### src/rtl/qspi_pkg.sv
// Shared encodings for the QSPI burst bridge: host commands, FSM state codes
// and status-word field offsets (status word exists only with QSPI_STATUS_EN).
package qspi_pkg;

    localparam logic [1:0] CMD_NOP = 2'b00;
    localparam logic [1:0] CMD_RD  = 2'b01;
    localparam logic [1:0] CMD_WR  = 2'b10;
    localparam logic [1:0] CMD_ILL = 2'b11;

    // IDLE is the all-zero code so a reset state reads as zero; others are one-hot.
    localparam int ST_W = 5;
    localparam logic [ST_W-1:0] ST_IDLE  = 5'b00000;
    localparam logic [ST_W-1:0] ST_ADDR  = 5'b00001;
    localparam logic [ST_W-1:0] ST_READ  = 5'b00010;
    localparam logic [ST_W-1:0] ST_WRITE = 5'b00100;
    localparam logic [ST_W-1:0] ST_DRAIN = 5'b01000;
    localparam logic [ST_W-1:0] ST_STAT  = 5'b10000;

    // Status word: beats_done occupies [bw:0], flags and cmd sit directly above it.
    function automatic int stat_err_ofs(input int bw);
        return bw + 1;
    endfunction

    function automatic int stat_abort_ofs(input int bw);
        return bw + 2;
    endfunction

    function automatic int stat_cmd_ofs(input int bw);
        return bw + 3;
    endfunction

endpackage

### src/rtl/qspi_credit_cnt.sv
// Outstanding-read credit counter: counts reads issued but not yet returned.
module qspi_credit_cnt #(
    parameter int MAX_OUTST = 4,
    parameter int CW        = $clog2(MAX_OUTST + 1)
) (
    input  logic          clk,
    input  logic          rst_n,
    input  logic          inc,
    input  logic          dec,
    input  logic          clr,
    output logic [CW-1:0] cnt,
    output logic          full,
    output logic          empty
);

    localparam logic [CW-1:0] ONE   = CW'(1);
    localparam logic [CW-1:0] LIMIT = CW'(MAX_OUTST);

    always_ff @(posedge clk or negedge rst_n) begin
        if (!rst_n) begin
            cnt <= '0;
        end else if (clr) begin
            cnt <= '0;
        end else if (inc && !dec) begin
            cnt <= cnt + ONE;
        end else if (dec && !inc) begin
            cnt <= cnt - ONE;
        end
    end

    assign full  = (cnt == LIMIT);
    assign empty = (cnt == '0);

endmodule

### src/rtl/qspi_burst_bridge.sv
// QSPI-to-TPU burst bridge: decodes host header/address words, runs pipelined
// read bursts with credit tracking or write bursts. Optional QSPI_STATUS_EN.
module qspi_burst_bridge
    import qspi_pkg::*;
#(
    parameter int DW        = 16,
    parameter int AW        = 22,
    parameter int BW        = 8,
    parameter int MAX_OUTST = 4,
    parameter int STRIDE    = 1
) (
    input  logic          clk,
    input  logic          rst_n,
    input  logic [DW-1:0] rdata,
    input  logic          rvalid,
    output logic          ren,
    output logic [DW-1:0] wdata,
    output logic          wen,
    output logic [AW-1:0] addr,
    input  logic [DW-1:0] mosi,
    input  logic          mosi_valid,
    output logic [DW-1:0] miso,
    output logic          miso_valid,
    output logic          busy,
    output logic          err
);

    localparam int AWORDS = (AW + DW - 1) / DW;
    localparam int AWC    = (AWORDS > 1) ? $clog2(AWORDS) : 1;
    localparam int CW     = $clog2(MAX_OUTST + 1);

    localparam logic [BW:0]    ONE_B  = (BW + 1)'(1);
    localparam logic [AWC-1:0] ONE_A  = AWC'(1);
    localparam logic [AWC-1:0] LAST_A = AWC'(AWORDS - 1);
    localparam logic [AW-1:0]  STEP   = AW'(STRIDE);

`ifdef QSPI_STATUS_EN
    localparam logic [ST_W-1:0] ST_END = ST_STAT;
`else
    localparam logic [ST_W-1:0] ST_END = ST_IDLE;
`endif

    logic [ST_W-1:0]      state;
    logic [1:0]           cmd_q;
    logic [BW:0]          total;
    logic [BW:0]          issued;
    logic [BW:0]          done_cnt;
    logic [BW:0]          done_inc;
    logic [AWC-1:0]       aw_idx;
    logic [AWORDS*DW-1:0] base_sh;
    logic [AWORDS*DW-1:0] base_cat;
    logic [AW-1:0]        cur;
    logic [CW-1:0]        outst;
    logic                 cr_full;
    logic                 cr_empty;

    logic [1:0]    hdr_cmd;
    logic [BW-1:0] hdr_len;
    logic          st_idle;
    logic          st_read;
    logic          aw_last;
    logic          rv_ok;
    logic          rv_bad;
    logic          rd_last;
    logic          abort;
    logic          ren_c;

    assign hdr_cmd  = mosi[DW-1:DW-2];
    assign hdr_len  = mosi[BW-1:0];
    assign st_idle  = (state == ST_IDLE);
    assign st_read  = (state == ST_READ);
    assign aw_last  = (aw_idx == LAST_A);
    assign done_inc = done_cnt + ONE_B;
    assign rv_ok    = rvalid && !cr_empty;
    assign rv_bad   = rvalid && cr_empty;
    assign rd_last  = st_read && rv_ok && (done_inc == total);
    assign abort    = st_read && mosi_valid && !rd_last;

    // A host word during READ is an abort, so it blocks the request in the same cycle.
    assign ren_c = st_read && !mosi_valid && (issued < total) && !cr_full;
    assign ren   = ren_c;
    assign busy  = !st_idle;

    // Final address word is combined with the stored lower words before registering.
    always_comb begin
        base_cat = base_sh;
        base_cat[(AWORDS-1)*DW +: DW] = mosi;
    end

    qspi_credit_cnt #(
        .MAX_OUTST (MAX_OUTST),
        .CW        (CW)
    ) u_credit (
        .clk   (clk),
        .rst_n (rst_n),
        .inc   (ren_c),
        .dec   (rv_ok),
        .clr   (st_idle),
        .cnt   (outst),
        .full  (cr_full),
        .empty (cr_empty)
    );

`ifdef QSPI_STATUS_EN
    logic aborted;
    logic err_seen;

    function automatic logic [DW-1:0] stat_word(input logic [1:0] c, input logic ab,
                                                input logic es, input logic [BW:0] n);
        logic [DW-1:0] w;
        w = '0;
        w[BW:0] = n;
        w[stat_err_ofs(BW)] = es;
        w[stat_abort_ofs(BW)] = ab;
        w[stat_cmd_ofs(BW) +: 2] = c;
        return w;
    endfunction

    always_ff @(posedge clk or negedge rst_n) begin
        if (!rst_n) begin
            aborted  <= 1'b0;
            err_seen <= 1'b0;
        end else if (st_idle) begin
            aborted  <= 1'b0;
            err_seen <= 1'b0;
        end else begin
            if (abort)  aborted  <= 1'b1;
            if (rv_bad) err_seen <= 1'b1;
        end
    end
`endif

    always_ff @(posedge clk or negedge rst_n) begin
        if (!rst_n) begin
            state      <= ST_IDLE;
            cmd_q      <= '0;
            total      <= '0;
            issued     <= '0;
            done_cnt   <= '0;
            aw_idx     <= '0;
            base_sh    <= '0;
            cur        <= '0;
            addr       <= '0;
            wdata      <= '0;
            wen        <= 1'b0;
            miso       <= '0;
            miso_valid <= 1'b0;
            err        <= 1'b0;
        end else begin
            wen        <= 1'b0;
            miso_valid <= 1'b0;
            err        <= rv_bad;
            case (state)
                ST_IDLE: begin
                    if (mosi_valid) begin
                        case (hdr_cmd)
                            CMD_RD, CMD_WR: begin
                                cmd_q    <= hdr_cmd;
                                total    <= {1'b0, hdr_len} + ONE_B;
                                issued   <= '0;
                                done_cnt <= '0;
                                aw_idx   <= '0;
                                state    <= ST_ADDR;
                            end
                            CMD_ILL: err <= 1'b1;
                            default: ;
                        endcase
                    end
                end
                ST_ADDR: begin
                    if (mosi_valid) begin
                        base_sh[int'(aw_idx)*DW +: DW] <= mosi;
                        aw_idx <= aw_idx + ONE_A;
                        if (aw_last) begin
                            addr  <= base_cat[AW-1:0];
                            cur   <= base_cat[AW-1:0];
                            state <= (cmd_q == CMD_RD) ? ST_READ : ST_WRITE;
                        end
                    end
                end
                ST_READ: begin
                    if (ren_c) begin
                        addr   <= addr + STEP;
                        issued <= issued + ONE_B;
                    end
                    if (rv_ok) begin
                        miso       <= rdata;
                        miso_valid <= 1'b1;
                        done_cnt   <= done_inc;
                    end
                    if (rd_last) begin
                        state <= ST_END;
                    end else if (abort) begin
                        state <= ST_DRAIN;
                    end
                end
                // wen/addr/wdata are presented the cycle after each host beat.
                ST_WRITE: begin
                    if (mosi_valid) begin
                        wdata    <= mosi;
                        wen      <= 1'b1;
                        addr     <= cur;
                        cur      <= cur + STEP;
                        done_cnt <= done_inc;
                        if (done_inc == total) state <= ST_END;
                    end
                end
                ST_DRAIN: begin
                    if (cr_empty) state <= ST_END;
                end
`ifdef QSPI_STATUS_EN
                ST_STAT: begin
                    miso       <= stat_word(cmd_q, aborted, err_seen, done_cnt);
                    miso_valid <= 1'b1;
                    state      <= ST_IDLE;
                end
`endif
                default: state <= ST_IDLE;
            endcase
        end
    end

    // Collects bits that are intentionally not consumed (dropped address MSBs, count value).
    logic unused_ok;
    assign unused_ok = ^{base_sh[AWORDS*DW-1 -: DW], base_cat, outst};

endmodule

### config.mk
export PLATFORM = sky130hd
export DESIGN_NAME = qspi_burst_bridge
export DESIGN_NICKNAME = d
export VERILOG_FILES = /design/src/rtl/qspi_pkg.sv /design/src/rtl/qspi_credit_cnt.sv /design/src/rtl/qspi_burst_bridge.sv
export SDC_FILE = /design/constraint.sdc
export NUM_CORES = 1
export LEC_CHECK = 0
export CORE_MARGIN = 3
export CORE_UTILIZATION = 56
export CTS_CLUSTER_DIAMETER = 50
export DETAILED_ROUTE_END_ITERATION = 16
export PLACE_DENSITY = 0.78
export SYNTH_ARGS = -nofsm -noshare
export SYNTH_HDL_FRONTEND = slang
export SYNTH_HIERARCHICAL = 1
export SYNTH_SLANG_ARGS = --single-unit
### constraint.sdc
create_clock -name clk -period 3.35 [get_ports clk]
set_input_delay 0.67 -clock clk [delete_from_list [all_inputs] [get_ports clk]]
set_output_delay 0.67 -clock clk [all_outputs]
set_load 0.005 [all_outputs]
# Word-level counts from Yosys, hierarchy flattened
# Cells that the tools add are included.
[word_totals]
regBits = 149
in_bits = 36
output_inout_bits = 59
wordCells = 124
[op_classes]
addsub = 9
n_lt_le_gt_ge = 1
n_eq_ne = 20
shifts = 2
muxes = 40
n_reduce_logical = 37
[op_table]
columns = ["cell", "count"]
rows = [
  ["$mux W22", 5],
  ["$pmux W22 S3", 1],
  ["$mux W5", 9],
  ["$mux W9", 5],
  ["$add A22 B1 Y22 const B", 2],
  ["$pmux W22 S2", 1],
  ["$neg A5 Y33", 1],
  ["$shift A16 B33 Y32 const A", 1],
  ["$shiftx A16 B33 Y32", 1],
  ["$bwmux W32", 1],
  ["$pmux W9 S3", 1],
  ["$pmux W5 S5", 1],
  ["$add A9 B1 Y9 const B", 2],
  ["$pmux W9 S2", 1],
  ["$mux W3", 4],
  ["$ne A2 B2 Y1 const B", 6],
  ["$reduce_and A4 Y1", 3],
  ["$logic_and A1 B1 Y1", 11],
  ["$mux W1", 10],
  ["$reduce_and A5 Y1", 2],
  ["$add A8 B1 Y9 const B", 1],
  ["$eq A9 B9 Y1", 1],
  ["$lt A9 B9 Y1", 1],
  ["$reduce_bool A3 Y1", 3],
  ["other kinds (21)", 35],
]

# Longest topological paths before layout
# Gate-level depths: netlist of run 1.
[logic_depth]
depth_word = 10
ltp_mapped = 12
ltp_nobuf = 12

# Hierarchy
# The synthesis of run 1 kept the hierarchy.
[modules_own_cells]
columns = ["mod", "n_inst", "cells_per_inst", "area_each_um2", "seq_area_each_um2"]
rows = [
  ["qspi_burst_bridge", 1, 733, 7010.5, 3228.1],
  ["qspi_credit_cnt", 1, 19, 180.2, 75.1],
]

# Worst setup path before layout of run 1
# OpenSTA, ideal clock, no wires.
[synth_path]
path_kind = "register to register"
from = "reg issued[4]"
to = "reg u_credit.cnt[2]"
setup_time_ps = 78
arrival_time_ps = 2604
t_required_ps = 3272
path_slack_ps = 669
stages_incl_launch_ff = 12
path_buffers = 0
period_less_slack_ps = 2681
path_cell_list = "dfrtp_1 > ha_1 > a21o_1 > a21oi_1 > o21ai_1 > a21o_1 > a21oi_1 > ha_1 > fa_1 > xnor2_1 > or3_1 > a21oi_1"
[synth_via]
elab_chain_len = 6
elab_cells_between_ends = 9
classes_between = "order compare: 1; mux: 2; reduce/logical: 6"
[synth_lines]
columns = ["element", "line_no", "text"]
rows = [
  ["start, declared", "qspi_burst_bridge.sv:46", "logic [BW:0] issued;"],
  ["start signal, assigned", "qspi_burst_bridge.sv:184", "issued <= issued + ONE_B;"],
  ["$lt A9 B9 Y1 (*)", "qspi_burst_bridge.sv:80", "assign ren_c = st_read && !mosi_valid && (issued < total) && !cr_full;"],
  ["$logic_and A1 B1 Y1 (*) (2 in series)", "qspi_burst_bridge.sv:80", ""],
  ["via ren", "qspi_burst_bridge.sv:16", "output logic ren,"],
  ["$logic_and A1 B1 Y1 or $logic_not A1 Y1 (tied branches)", "qspi_credit_cnt.sv:24, qspi_credit_cnt.sv:26", ""],
  ["$mux W3 or $logic_and A1 B1 Y1 (tied branches)", "qspi_credit_cnt.sv:24, qspi_credit_cnt.sv:26", ""],
  ["$mux W3 or $reduce_bool A3 Y1 (tied branches)", "--", ""],
  ["end signal, assigned", "qspi_credit_cnt.sv:25", "cnt <= cnt + ONE;"],
  ["end signal, assigned", "qspi_credit_cnt.sv:27", "cnt <= cnt - ONE;"],
  ["end, declared", "qspi_credit_cnt.sv:11", "output logic [CW-1:0] cnt,"],
]
# Mark *: on every way through the listed nets, which the timed path passes. The rest lies on a longest branch.
# A chain may end at the register's enable or synchronous reset.

# Worst setup path after layout of run 1
[layout_path]
from = "reg issued[4]"
to = "out ren"
[layout_via]
elab_chain_len = 3
[layout_lines]
columns = ["element", "line_no"]
rows = [
  ["$lt A9 B9 Y1", "qspi_burst_bridge.sv:80"],
  ["$logic_and A1 B1 Y1 (2 in series)", "qspi_burst_bridge.sv:80"],
  ["end, declared", "qspi_burst_bridge.sv:16"],
]
# No other way between the ends.

==> metrics list, run 1 <==
* TritonRoute pass-1 iters: 6
* Cell at the root of the clock tree: clkbuf_16
- Combined area of all synthesized cells: 0.00719 mm2
- GRT Residual Overflow: 0
- Setup total negative slack on the finished layout was measured at 0 ps.
- The startpoint identified for the worst register-to-register timing path is issued[4].
* Max-slew violation count: 0
* Net count of the finished layout: 896
* Pin count of the biggest net entering global routing: 68
* Number of setup violations in the final report: 0
* Total length of routed wires: 19700 um
- Predominant post-synthesis flop cell: dfrtp_1
- In this run the register-to-register setup slack is 450 ps.
* First-pass GRT wire length: 31900 um
- Counting flops and latches in the post-synthesis netlist gives 132.
* Critical Path RT: 2680 ps
* Initial standard-cell utilization of the core: 0.586
- Cells taking the most area after synthesis: dfrtp_1, mux2_2, nand2_1, o21ai_0, a21oi_1
- Antenna Cells: 0
* Final worst clock skew: 10.9 ps
- The area fraction in compound gates after synthesis was 0.197.
- When the netlist entered floorplanning its net count stood at 804.
- Simple-gate area share of the yosys netlist: 0.161
- The area growth from synthesis to layout is 24.3%.
* Count of unresolved DRC violations after routing: 0
- Transition time at the pin with the least slew margin: 908 ps
- Post-Synth XOR/XNOR Area: 0.0244
- Input and output buffers added on the ports amount to 94.
- Cell with the most instances after synthesis: dfrtp_1
- Yosys synthesis warning count: 6
- In this run the remaining antenna-violating nets after routing total 0.
- Setup repair after global routing left no endpoint under its margin.
* P_leak: 3.68 nW
- Maximum fanout count along the critical path: 6
* Num ports: 95
* Worst slew slack as a fraction of its limit: 0.395
- Dividing the detail-routed via count by the number of cells gives 6.32.
- Post-route design area: 0.00894 mm2
- Post-synth EDFFs: 0
* Status: finished clean
- Capturing element type of the critical path: output pin
- In the finished design, the share of the clock period the worst path needs comes to 0.971.
* Post-Syn Area per Cell: 9.56 um2
- STA classifies the critical path startpoint as a flip-flop.
* Worst r2r path cells: 12
* Clock period minus final worst setup slack: 3250 ps
- Distinct cells, synth: 64
* HPWL after DPL: 13800 um
- Max-cap check violation count: 0
- Type of the setup path with the least slack: flip-flop to output pin
- Maximum clock frequency: 0.307 GHz
- The number of hold violations in the final report was 0.
- Fraction of registers with async set/reset: 1.00
* Final Wtd Congestion: 0.894
- TritonCTS built the clock tree.
- Worst min path class: input pin to async pin
- At the later pin of the worst-skew pair, clock insertion delay measures 430 ps.
- Clock Sinks: 132
* Detailed router's first-iteration violation count: 863
* Combined global-route utilization of all metal layers: 0.283
- Number of global-route vias before repair: 6112
* Bufs on Longest Clock Path: 2
- Area of the die: 0.0142 mm2
* Post-Synth Adder-Cell Area: 0.0289
- Cell types with the highest counts after synthesis: dfrtp_1, nand2_1, o21ai_0
- Antenna violations before repair: 0
- The floorplan step set the die height to 119 um.
- Area fraction of the dominant cell type after synthesis: 0.459
- Placement Cell Area: 0.00835 mm2
- The floorplan has 40 rows.
- STA puts the critical path data arrival time at 2580 ps.
- Cell taking the most area after synthesis: dfrtp_1
- H-Tree Level Count: 4
- Across all layers, the routed design uses 6469 vias.
- By area, the combinational part of the netlist is dominated by compound AO/OA/AOI/OAI gates.
- Part of the Yosys area used for sequential elements: 0.459
- The worst-case IR drop observed on VDD is 0.457 mV.
- Cts bufs inserted: 17
- Area of the placeable core: 0.0123 mm2
* Average detailed-routed wire length per instance: 19.2 um
* Endpoint of the worst register-to-register path: u_credit/cnt[2]
- From left edge to right edge, the die measures 119 um.
* FILL cells: 905
- After clock tree synthesis, the clock-pin slew on the worst setup and hold paths is 60 ps.
- Of the cells placed in the final design, the portion with a size suffix greater than 1 is 0.137.
- Power per cell area: 861 mW/mm2
- Mux contribution to synthesized area: 0.0940
- Number of instances in the synthesized netlist: 752
## report_power, final
group          switching (mW)  internal (mW)  total, mW
Sequential              0.689           2.23       2.92
Clock                   0.706           1.11       1.82
Combinational            1.43           1.54       2.96
Total                    2.82           4.87       7.69
## metal layers
metal | vias up | track usage | share of wire
met5 | - | 0 | 0
met1 | 3088 | 0.403 | 0.42
met4 | 0 | 0.0852 | 0.018
met3 | 39 | 0.0897 | 0.11
li1 | 2950 | - | -
met2 | 392 | 0.414 | 0.45
## critical path, stage by stage, from the launching register on
cell and delay [ps]:
dfrtp_1 440, ha_1 330, a21o_1 190, a21oi_1 170, o21ai_1 140, a21o_1 200, a21oi_2 160, clkdlybuf4s50_1 520
## placed cells by master, fill, tap and decap left out, types with 4 or more instances in the layout
| master | n |
|---|---|
| inv_1 | 19 |
| mux2i_1 | 9 |
| nor3_1 | 16 |
| nor2b_1 | 4 |
| a21o_1 | 5 |
| o21a_1 | 5 |
| dfrtp_1 | 132 |
| a22o_1 | 5 |
| o21ai_1 | 8 |
| nand4_1 | 13 |
| a21oi_1 | 55 |
| a32oi_1 | 4 |
| nand3_1 | 27 |
| xnor2_1 | 11 |
| nand2b_1 | 14 |
| o2bb2ai_1 | 9 |
| nor2_1 | 41 |
| a221oi_1 | 8 |
| o41ai_1 | 4 |
| clkdlybuf4s50_1 | 93 |
| a22oi_1 | 6 |
| o22ai_1 | 14 |
| o31ai_1 | 5 |
| buf_4 | 23 |
| nor4_1 | 5 |
| mux2_2 | 50 |
| o21ai_0 | 57 |
| ha_1 | 15 |
| clkbuf_16 | 17 |
| and3_1 | 11 |
| xor2_1 | 9 |
| nand2_1 | 90 |
| a31oi_1 | 9 |
## worst max-delay path by stage
stage	startpoint	to	slack (ps)	cells after the start
final	issued[4]	ren	100	7
after global routing	total[4]	ren	20	8
after CTS	issued[4]	ren	80	7
after detailed placement	mosi_valid	u_credit/cnt[2]	210	10
after global placement	mosi_valid	u_credit/cnt[2]	350	10
after floorplan	issued[4]	u_credit/cnt[2]	670	11
## registers in the layout, summed over array words and instances, names as in the netlist, 3 cells and up
register and count:
total 9, u_credit/cnt 3, cur 22, issued 9
miso 16, wdata 16, base_sh 16, addr 22
done_cnt 9, state 4
## per-stage QoR
stage          utilization  instances  worst slack (ps)  power [mW]  hold WS (ps)
2_1_floorplan            -        752               669        4.48           374
3_3_place_gp         0.681        992               345        5.68           479
3_5_place_dp         0.681        992               212        5.82           496
4_1_cts              0.729       1024              83.2        7.67           385
5_1_grt              0.729       1024              22.4        8.16           413
6_report             0.729       1024              96.3        7.69           372
## area by class of cell
type / count / area (um2) / area share
sequential: 132 / 3300 / 0.370
clock buffer: 19 / 443 / 0.0496
multi-input combinational: 556 / 3650 / 0.408
timing repair buffer: 117 / 1120 / 0.126
clock inverter: 12 / 133 / 0.0148
tap: 168 / 210 / 0.0235
inverter: 20 / 75.1 / 0.00840
## repair_timing
item                                    CTS  global route
resized for setup                         1             0
setup buffers                             1             0
endpoints found under the setup margin    1             0
hold buffers                              0             0
## kinds of logic after synthesis
group / Yosys count
AND/OR/NAND/NOR: 240
multiplexers: 61
flip-flops: 132
adder cells (fa/ha/maj): 16
buffers and inverters: 64
AO/OA/AOI/OAI: 219
XOR/XNOR: 20
(Power assumes the default switching activity.)
==> run 2: changes to the inputs <==
--- a/config.mk
+++ b/config.mk
@@ -5,6 +5,7 @@
 export SDC_FILE = /design/constraint.sdc
 export NUM_CORES = 1
 export LEC_CHECK = 0
+export ABC_AREA = 0
 export CORE_MARGIN = 3
 export CORE_UTILIZATION = 56
 export CTS_CLUSTER_DIAMETER = 50
==> results of run 2 <==
The final DEF is identical to that of run 1; final timing and power are the same.
==> run 3: changes to the inputs <==
--- a/config.mk
+++ b/config.mk
@@ -7,10 +7,10 @@
 export LEC_CHECK = 0
 export ABC_AREA = 0
 export CORE_MARGIN = 3
-export CORE_UTILIZATION = 56
+export CORE_UTILIZATION = 25
 export CTS_CLUSTER_DIAMETER = 50
 export DETAILED_ROUTE_END_ITERATION = 16
-export PLACE_DENSITY = 0.78
+export PLACE_DENSITY = 0.39
 export SYNTH_ARGS = -nofsm -noshare
 export SYNTH_HDL_FRONTEND = slang
 export SYNTH_HIERARCHICAL = 1
==> run 3 against run 2 <==
  * Sequential share of layout area shrank 1.4 points
  * Combinational power fell by 1%
  * Critical path depth up 5
  * Sequential cell count unchanged
  * Critical endpoint is now u_credit/cnt[2]
  * Largest cell class unchanged
  * Largest power group is now registers
  * Highest routed layer unchanged
==> metrics list, run 3 (synthesis gave the netlist of run 1 again) <==
* Type of the setup path with the least slack: flip-flop to flip-flop
- The via density per instance was 5.01 (-21%).
- Clock Sinks: 132 (unchanged)
- The final routed wirelength across all metal layers came to 22400 um (+14%).
* Final worst clock skew: 13.0 ps (+2.11 ps)
* Registers with the most flip-flops: addr (22), cur (22)
* Worst min path class: input pin to async pin
* Clk_lat worst skew: 430 ps (about the same)
- CTS tree: built
- Max-cap check violation count: 0 (unchanged)
- The startpoint identified for the worst register-to-register timing path is issued[1].
* Width of the chip: 176 um (+47%)
- The critical path goes through ha_1 > a21o_1 > a21oi_1 > o21ai_1 > a21o_2 > a21oi_4 > buf_4 > ha_1 > fa_1 > xnor2_1 > or3_1 > a21oi_1.
- Final clock period utilization by the worst path: 0.846 (-0.125)
- DR vias: 6208 (-4.0%)
- The final global-route overflow total was 0 (unchanged).
- The number of placed I/O pins came to 95 (unchanged).
- The area occupied by registers came to 0.00330 mm2 (unchanged).
* Worst slew slack as a fraction of its limit: 0.291 (-0.104)
* Height of the die: 176 um (+47%)
- The multi-input logic area is 0.00366 mm2 (+0.31%).
- Quantity of hold-fixing buffers added after cts: 0 (unchanged)
- The count of filler cells inserted in the layout was 2901 (+220%).
* Status: finished clean
- Final Wtd Congestion: 0.773 (-14%)
- Area of the die: 0.0308 mm2 (+120%)
* Net count of the finished layout: 899 (+0.33%)
- STA classifies the critical path startpoint as a flip-flop.
* Reg clk slew, reported paths: 60 ps (about the same)
- The number of antenna violations at the first check in global routing came to 0 (unchanged).
- The all-layer global routing usage is 0.148 (-0.134).
- The area of the core region came to 0.0281 mm2 (+130%).
- Critical Path RT: 3700 ps (+1020 ps)
* Setup repair after global routing missed its margin: no
* Capturing element type of the critical path: flip-flop
- Hold violation count in the final report: 0 (unchanged)
- Number of global-route vias before repair: 6309 (+3.2%)
- The power per standard cell area was 840 mW/mm2 (-2.5%).
* Most common cell after layout, fill and taps aside: dfrtp_1
- The shortest period the worst path allows came to 2830 ps (-420 ps).
- Broken down by cell family, the worst path's largest delay share belongs to adder cells.
- The slowest stage of the critical path is the dfrtp_1 cell.
* Most used cells in the layout excluding fill and tap cells: dfrtp_1, clkdlybuf4s50_1, nand2_1
* Syn-to-layout area delta: 29.3%
* Tightest hold margin: 305 ps (-66.6 ps)
* Critical path's largest stage delay: 430 ps (-90 ps)
* HPWL after DPL: 16000 um (+16%)
* Number of standard cells in the final layout excluding fillers: 1238 (+21%)
* P_leak: 3.73 nW (+1.5%)
- Detailed router's first-iteration violation count: 435 (-50%)
- The worst IR drop on VDD is 0.358 mV (-22%).
- The DRC violation count after routing is 0 (unchanged).
- The data arrival time of the critical path was 3190 ps (+610 ps).
- First-pass GRT wire length: 36300 um (+14%)
- Launching instance or port of the critical path: issued[1]
- The maximum clock insertion buffer count was 2 (unchanged).
- H-Tree Level Count: 4 (unchanged)
- Maximum clock frequency: 0.353 GHz (+15%)
- The max-slew violation count was 0 (unchanged).
* Final TNS setup: 0 ps (unchanged)
- Number of setup violations in the final report: 0 (unchanged)
- Average detailed-routed wire length per instance: 18.1 um (-5.7%)
- Pin count of the biggest net entering global routing: 75 (+10%)
- The count of inserted antenna diode cells was 0 (unchanged).
* TritonRoute pass-1 iters: 5 (-1)
- Count of buffer and inverter cells on the critical path: 1 (unchanged)
- The tree is rooted in a clkbuf_16.
- Number of cells in the design after placement: 1203 (+21%)
* Maximum fanout count along the critical path: 5 (-1)
- The CTS buffer count is 17 (unchanged).
- Final standard cell utilization of the core: 0.331 (-0.398)
- The number of input and output port buffers inserted came to 94 (unchanged).
- The transition time of the tightest slew-check pin was 1060 ps (+152 ps).
- Fraction of layout instances using a drive strength above 1: 0.142 (+0.00518)
* Initial standard-cell utilization of the core: 0.256 (-0.330)
- Routed Antenna Nets: 0 (unchanged)
* Standard-cell row count: 61 (+53%)
[run 3: cell count changes in the layout (fill, tap and decap cells not counted), sizes merged]
cell,change
buf,+3
bufinv,+1
clkdlybuf4s50,-1
clkinv,-2
clkinvlp,-1
dlymetal6s2s,+1
inv,+3
[run 3: path summary, 6_finish.rpt]
path / endpoint / slack (ps) / depth (start not counted)
min in group clk: cmd_q[0] / 500 / 1
max reg2reg: u_credit/cnt[2] / 520 / 12
max in group asynchronous: wen / 2340 / 2
max: u_credit/cnt[2] / 520 / 12
min reg2reg: cmd_q[0] / 500 / 1
min: addr[17] / 310 / 1
[run 3: final cells by class]
type	count	area share
Tap cell	378	0.0509
Clock inverter	13	0.0188
Multi-Input combinational cell	556	0.394
Inverter	20	0.00807
Clock buffer	19	0.0466
Timing Repair Buffer	120	0.127
Sequential cell	132	0.355
[run 3: where the power goes]
group	switching (mW)	internal [mW]
Sequential	0.688	2.23
Clock	0.785	1.19
Combinational	1.38	1.54
Total	2.85	4.96
[run 3: metal layers]
metal	up-vias	track usage	wire (um)
met5	-	0	0
met2	148	0.234	10400
met4	0	0.0442	380
li1	2948	-	-
met3	20	0.0331	920
met1	3092	0.204	10700
[run 3: metrics by stage]
step	cell area, um2	power (mW)	worst slack (ps)
finish	9300	7.81	516
CTS	9280	7.91	42.0
global placement	8650	5.83	189
detailed placement	8650	5.87	193
global route	9300	8.38	267
floorplan	7190	4.48	669
[run 3: what timing repair did]
action,in CTS,in global routing
cloned,0,0
pin swaps,1,1
setup buffers,1,2
endpoints found under the setup margin,1,1
gates resized for setup,3,1
